==> config.mk <==
export PLATFORM = sky130hd
export DESIGN_NAME = spi_frame_assembler
export DESIGN_NICKNAME = d
export VERILOG_FILES = /design/src/rtl/spi_frame_assembler.sv
export SDC_FILE = /design/constraint.sdc
export NUM_CORES = 1
export LEC_CHECK = 0
export CORE_ASPECT_RATIO = 1.2
export CORE_MARGIN = 2
export CORE_UTILIZATION = 29
export CTS_CLUSTER_SIZE = 10
export DETAILED_ROUTE_END_ITERATION = 8
export PLACE_DENSITY_LB_ADDON = 0.08
export SYNTH_ARGS = -nofsm -noshare
export SYNTH_HDL_FRONTEND = slang
export SYNTH_SLANG_ARGS = --single-unit
==> constraint.sdc <==
create_clock -name clk -period 5.4 [get_ports clk]
set_input_delay 0.81 -clock clk [delete_from_list [all_inputs] [get_ports clk]]
set_output_delay 0.81 -clock clk [all_outputs]
set_load 0.005 [all_outputs]
==> src/rtl/spi_frame_assembler.sv <==
// rtl/spi_frame_assembler.sv - SPI byte stream to framed command packet assembler
module spi_frame_assembler #(
    parameter int         NUM_WORDS = 5,
    parameter logic [7:0] HEADER    = 8'hA5
) (
    input  logic                      clk,
    input  logic                      rst,
    input  logic                      spi_cs,
    input  logic [7:0]                rx_byte,
    input  logic                      rx_ready,
    output logic                      frame_valid,
    input  logic                      frame_ready,
    output logic [7:0]                opcode,
    output logic [32*NUM_WORDS-1:0]   payload,
    output logic                      chk_err,
    output logic                      abort,
    output logic                      overrun
);

    localparam int NB = 4 * NUM_WORDS;
    localparam int CW = $clog2(NB);
    localparam int PW = 32 * NUM_WORDS;
    localparam logic [CW-1:0] LAST_IDX = CW'(NB - 1);
    localparam logic [CW-1:0] SWAP     = CW'(3);

    typedef enum logic [2:0] {
        S_IDLE,
        S_OPCODE,
        S_PAYLOAD,
        S_CHECK,
        S_HOLD
    } state_t;

    logic rdy_meta_q, rdy_sync_q, rdy_prev_q;
    logic cs_meta_q, cs_sync_q, cs_prev_q;
    logic byte_ev, cs_rise;

    state_t           state_q, state_d;
    logic [CW-1:0]    cnt_q, cnt_d;
    logic [7:0]       csum_q, csum_d;
    logic [7:0]       opcode_q, opcode_d;
    logic [PW-1:0]    payload_q, payload_d;
    logic             chk_err_q, chk_err_d;
    logic             abort_q, abort_d;
    logic             overrun_q, overrun_d;
    logic [CW+2:0]    bit_off;

    always_ff @(posedge clk) begin
        if (rst) begin
            rdy_meta_q <= 1'b0;
            rdy_sync_q <= 1'b0;
            rdy_prev_q <= 1'b0;
            cs_meta_q  <= 1'b1;
            cs_sync_q  <= 1'b1;
            cs_prev_q  <= 1'b1;
        end else begin
            rdy_meta_q <= rx_ready;
            rdy_sync_q <= rdy_meta_q;
            rdy_prev_q <= rdy_sync_q;
            cs_meta_q  <= spi_cs;
            cs_sync_q  <= cs_meta_q;
            cs_prev_q  <= cs_sync_q;
        end
    end

    assign byte_ev = rdy_sync_q & ~rdy_prev_q;
    assign cs_rise = cs_sync_q & ~cs_prev_q;

    // Byte k lands at bit 8*(k^3): word k/4, most significant byte first.
    assign bit_off = {cnt_q ^ SWAP, 3'b000};

    always_comb begin
        state_d   = state_q;
        cnt_d     = cnt_q;
        csum_d    = csum_q;
        opcode_d  = opcode_q;
        payload_d = payload_q;
        chk_err_d = 1'b0;
        abort_d   = 1'b0;
        overrun_d = 1'b0;
        case (state_q)
            S_IDLE: begin
                if (byte_ev && rx_byte == HEADER) begin
                    state_d = S_OPCODE;
                    cnt_d   = '0;
                end
            end
            S_OPCODE: begin
                if (cs_rise) begin
                    abort_d = 1'b1;
                    state_d = S_IDLE;
                end else if (byte_ev) begin
                    opcode_d = rx_byte;
                    csum_d   = rx_byte;
                    cnt_d    = '0;
                    state_d  = S_PAYLOAD;
                end
            end
            S_PAYLOAD: begin
                if (cs_rise) begin
                    abort_d = 1'b1;
                    state_d = S_IDLE;
                end else if (byte_ev) begin
                    payload_d[bit_off +: 8] = rx_byte;
                    csum_d = csum_q ^ rx_byte;
                    if (cnt_q == LAST_IDX) begin
                        state_d = S_CHECK;
                    end else begin
                        cnt_d = cnt_q + 1'b1;
                    end
                end
            end
            S_CHECK: begin
                if (cs_rise) begin
                    abort_d = 1'b1;
                    state_d = S_IDLE;
                end else if (byte_ev) begin
                    if (rx_byte == csum_q) begin
                        state_d = S_HOLD;
                    end else begin
                        chk_err_d = 1'b1;
                        state_d   = S_IDLE;
                    end
                end
            end
            S_HOLD: begin
                overrun_d = byte_ev;
                if (frame_ready) begin
                    state_d = S_IDLE;
                end
            end
            default: state_d = S_IDLE;
        endcase
    end

    always_ff @(posedge clk) begin
        if (rst) begin
            state_q   <= S_IDLE;
            cnt_q     <= '0;
            csum_q    <= '0;
            opcode_q  <= '0;
            payload_q <= '0;
            chk_err_q <= 1'b0;
            abort_q   <= 1'b0;
            overrun_q <= 1'b0;
        end else begin
            state_q   <= state_d;
            cnt_q     <= cnt_d;
            csum_q    <= csum_d;
            opcode_q  <= opcode_d;
            payload_q <= payload_d;
            chk_err_q <= chk_err_d;
            abort_q   <= abort_d;
            overrun_q <= overrun_d;
        end
    end

    assign frame_valid = (state_q == S_HOLD);
    assign opcode      = opcode_q;
    assign payload     = payload_q;
    assign chk_err     = chk_err_q;
    assign abort       = abort_q;
    assign overrun     = overrun_q;

endmodule

* After elaboration in Yosys (flattened, before gate mapping) *
Cells that the tools add are included.

cells by class
  div/mod/pow operators = 0
  shifts and indexed selects = 2
  add/subtract/negate cells = 2
  reductions and logical operators = 13
  bitwise gates (word level) = 11
  multiply operators = 0
  equality and inequality tests = 18
  magnitude comparators = 0
  muxes and demuxes = 26

operators with widths
  operator                    count
  $bwmux W160                 1
  $shift A8 B10 Y160 const A  1
  $shiftx A8 B10 Y160         1
  $mux W8                     4
  $mux W3                     10
  $mux W5                     6
  $pmux W8 S2                 1
  $pmux W3 S5                 1
  $pmux W5 S3                 1
  $ne A2 B2 Y1 const B        6
  $ne A3 B3 Y1 const B        4
  $neg A8 Y10                 1
  $eq A8 B8 Y1                1
  $eq A8 B8 Y1 const B        1
  $xor A8 B8 Y8               1
  $not A1 Y1                  7
  $reduce_and A7 Y1           1
  $eq A3 B2 Y1 const B        2
  $reduce_and A3 Y1           2
  $reduce_and A6 Y1           1
  $add A5 B1 Y5 const B       1
  $eq A5 B5 Y1 const B        1
  $reduce_and A5 Y1           1
  $reduce_or A2 Y1            2
  12 further kinds            14

storage, ports and cells
  output and inout port bits = 172
  latch bits = 0
  RAM bits = 0
  bits in read-only memories = 0
  word-level logic and storage cells = 86
  register bits after elaboration = 193
  memories kept = 0
  bits of input ports = 13

* Longest topological paths before layout *
  depth in word-level cells = 5
  gate-level depth with buffers = 10
  gate-level depth less buffers = 8

* Worst setup path after synthesis *
Ideal clock, no wire load.

  path type = register to register
  from = register cnt_q[1]
  to = register payload_q[40], in the netlist payload[40]
  slack = 2.928 ns
  data required time = 5.326 ns
  arrival time = 2.399 ns
  cell stages (with the launch flop) = 10
  clock period less this slack = 2.472 ns
  path through = dfxtp_1 -> ha_1 -> nor3b_1 -> ha_1 -> nor2b_1 -> mux2i_1 -> or2_2 -> buf_2 -> nor2_2 -> mux2i_1

between the ends
  longest elaborated chain between the ends = 4
  elaborated cells between the ends (all ways) = 5

RTL lines
  element                                                    RTL line  RTL
  start, declared                                            39        logic [CW-1:0] cnt_q, cnt_d;
  start signal, assigned                                     148       cnt_q <= cnt_d;
  $not A2 Y2 (no line) (*)                                   --
  $neg A8 Y10 (*)                                            104       payload_d[bit_off +: 8] = rx_byte;
  $shiftx A8 B10 Y160 or $shift A8 B10 Y160 (tied branches)  104
  $bwmux W160 (*)                                            104
  end signal, assigned                                       151       payload_q <= payload_d;
  end, declared                                              42        logic [PW-1:0] payload_q, payload_d;

Mark *: on every way between the ends. The rest lies on a longest branch, timed or not.
A chain may end at the register's enable or synchronous reset.

* Worst setup path in the final report *
  from = register cnt_q[0]
  to = register payload_q[130], in the netlist payload[130]

The elaborated chain is that of the path after synthesis.

==> metrics.md <==
| Metric | Value |
|---|---|
| CTS tree | `built` |
| Top post-synthesis cells by area | `dfxtp_1, mux2i_1, nand2b_1` |
| Crit. End Element | `flop` |
| Primary FF master, synth | `dfxtp_1` |
| Setup CP Type | `reg2reg` |
| Gr busiest metal | `met2` |
| CTS Root Cell | `clkbuf_16` |
| Final core utilization | `0.397` |
| Total gr overflow | `0` |
| Syn avg cell area | `approximately 9.9 um^2` |
| Sequential area share after synthesis | `0.479` |
| Layout cell share with drive strength beyond 1 | `0.0804` |
| PortBufs | `about 180` |
| Routed vias/inst | `4.60` |
| Worst-path clk slew | `around 80 ps` |
| Status | `complete, no violations` |
| Ratio of total power to cell area | `between 200 and 300 nW/um^2` |
| Cells after DPL | `1303` |
| Met1 usage | `0.228` |
| Detail Route Antenna Nets | `0` |
| Top cell type's share of synthesized area | `0.479` |
| Clk sinks | `slightly below 200` |
| Design area | `roughly 11000 um^2` |
| GRT Total Usage | `0.167` |
| Hold Slack | `roughly 420 ps` |
| Syn Inst Count | `a little over 800` |
| Final setup violating endpoints | `0` |
| Mapped cell area | `about 8000 um^2` |
| Overall Power | `~2.8 mW` |
| Rows | `66` |
| Max-cap violations | `0` |
| Total number of vias | `6142` |
| Die area | `around 29000 um^2` |
| Residual DRC | `0` |
| DP Wirelength | `about 17000 um` |
| Hold Path Class | `reg2reg` |
| Critical Path RT | `between 5000 and 6000 ps` |
| Total Nets Final | `between 1000 and 1500` |
| Resized cells post-CTS | `0` |
| Yosys cell types | `50` |
| Post-layout minimum cycle time | `roughly 3300 ps` |
| Area growth, synth to finish | `34.1%` |
| Slack of the critical path | `2070 ps` |
| Vias in the first global route | `~6300` |
| Rel. slew slack | `0.255` |
| Deepest clock path buffer count | `2` |
| Final Hold Vio Count | `0` |
| GPL Wtd Cong | `slightly above 0.8` |
| Post-synthesis register bit count | `~190` |
| Die X | `about 160 um` |
| Met2 usage | `0.266` |
| Slew @ Worst Pin | `~1100 ps` |
| WL final | `24300 um` |
| First DRT Iteration DRCs | `308` |
| Skew final | `between 10 and 15 ps` |
| Met3 GRT Util | `0.0362` |
| Hold bufs inserted after CTS | `0` |
| DR pass1 iterations | `4` |
| Setup TNS | `0 ps` |
| Post-CTS Setup Bufs | `0` |
| Largest net degree at the start of global routing | `90` |
| CP Data Arrival Time | `around 3600 ps` |
| Total CTS buffers | `17` |
| Period Utilization, post-route | `0.617` |
| Layout fillers | `between 2000 and 3000` |
| Leak | `3.91 nW` |
| Starting density of the core | `0.296` |
| Ys Warns | `0` |
| DP Area | `roughly 10000 um^2` |
| Max Fclk | `300 MHz` |
| Core area | `between 20000 and 30000 um^2` |
| Syn_nets | `832` |
| Non-filler cells, final | `between 1000 and 1500` |
| Diodes inserted | `0` |
| Die H | `187 um` |
| CP Max Fanout | `16` |
| Commonest cells after routing, fill and taps aside | `dfxtp_1, clkdlybuf4s50_1, mux2i_1, nand2b_1, nand2_1` |
| Post-synth ARST share | `0` |
| # H-tree levels | `4` |
| Average wire per standard cell | `about 18 um` |
| Initial antenna violation count | `0` |
| Post-synth top area cell | `dfxtp_1` |
| I/O pin cnt | `185` |
| Pins Over Slew Limit | `0` |
| EDFF count, synth | `0` |
| Worst vdd ir | `between 0.00015 and 0.0002 V` |
| Pre-CTS worst setup slack | `approximately 2100 ps` |
| Most common cell after layout, fill and taps aside | `dfxtp_1` |
| First-pass GRT wire length | `37800 um` |
| CP Launch Type | `flop` |
| Clock Latency Late Sink | `roughly 430 ps` |
| RSZ-0062 raised after global routing | `false` |
kinds of logic (layout without fill, tap and decap cells):
logic type                 Yosys count  in the layout  synth area share
DFF                                193            193             0.479
AOI/OAI and AO/OA                   61             61            0.0423
buffers and inverters               50            232            0.0256
adders and majority gates            6              6           0.00931
muxes                              155            155             0.192
and+or+nand+nor                    338            338             0.240
xor gates and xnor gates            10             10            0.0109
per-layer routing:
| metal | vias up | wire length [um] |
|---|---|---|
| met5 | - | 0 |
| met4 | 0 | 327 |
| met3 | 17 | 1280 |
| met2 | 148 | 11200 |
| met1 | 2903 | 11500 |
| li1 | 3074 | - |
registers in the layout, indices dropped and copies added, names as in the netlist:
signal and count:
state_q 3, cs_meta_q 1, cs_sync_q 1, cnt_q 5, rdy_sync_q 1, opcode 8, overrun 1, rdy_meta_q 1
chk_err 1, abort 1, csum_q 8, payload 160, cs_prev_q 1, rdy_prev_q 1
final cells by class:
class | instances | area [um^2] | area share
clock buffers | 19 | 453 | 0.0419
well taps | 340 | 425 | 0.0393
flip-flops and latches | 193 | 3860 | 0.357
multi-input cells | 570 | 4010 | 0.371
inverters | 4 | 15.0 | 0.00139
repair buffers | 196 | 1930 | 0.178
clock inverters | 13 | 119 | 0.0110
where the power goes:
part	internal, mW	switching [mW]
Combinational	0.0572	0.0885
Clock	0.633	0.609
Sequential	1.43	0.0150
Total	2.12	0.712
final timing paths:
check	from	to	slack, ps	cells past startpoint
worst max register to register	cnt_q[0]$_SDFFE_PP0P_	payload[130]$_SDFFE_PP0P_	2070	8
worst max-delay path	cnt_q[0]$_SDFFE_PP0P_	payload[130]$_SDFFE_PP0P_	2070	8
worst min-delay path	cs_meta_q$_SDFF_PP1_	cs_sync_q$_SDFF_PP1_	420	1
worst min register to register	cs_meta_q$_SDFF_PP1_	cs_sync_q$_SDFF_PP1_	420	1
Yosys cell counts, drive strengths merged (2+ instances only):
cell type and number:
dfxtp 193, nor4 6, nor4b 5, nand2 74
nor4bb 2, a21oi 32, and2 2, clkbuf 35
or3b 3, nor2 58, o21ai 19, inv 4
nand2b 134, xor2 10, nor3b 4, nor2b 8
or2 6, a311oi 2, nand4 2, buf 11
mux2i 154, ha 6, nor3 10, nand3b 3
nand3 18
critical path, cell delays in order (launching register included):
cell,delay [ps]
dfxtp_1,650
ha_1,300
nor3b_1,210
ha_1,320
nor2b_1,160
mux2_2,340
nor4b_2,940
nand2b_1,200
a21oi_1,60
(Power assumes the default switching activity.)
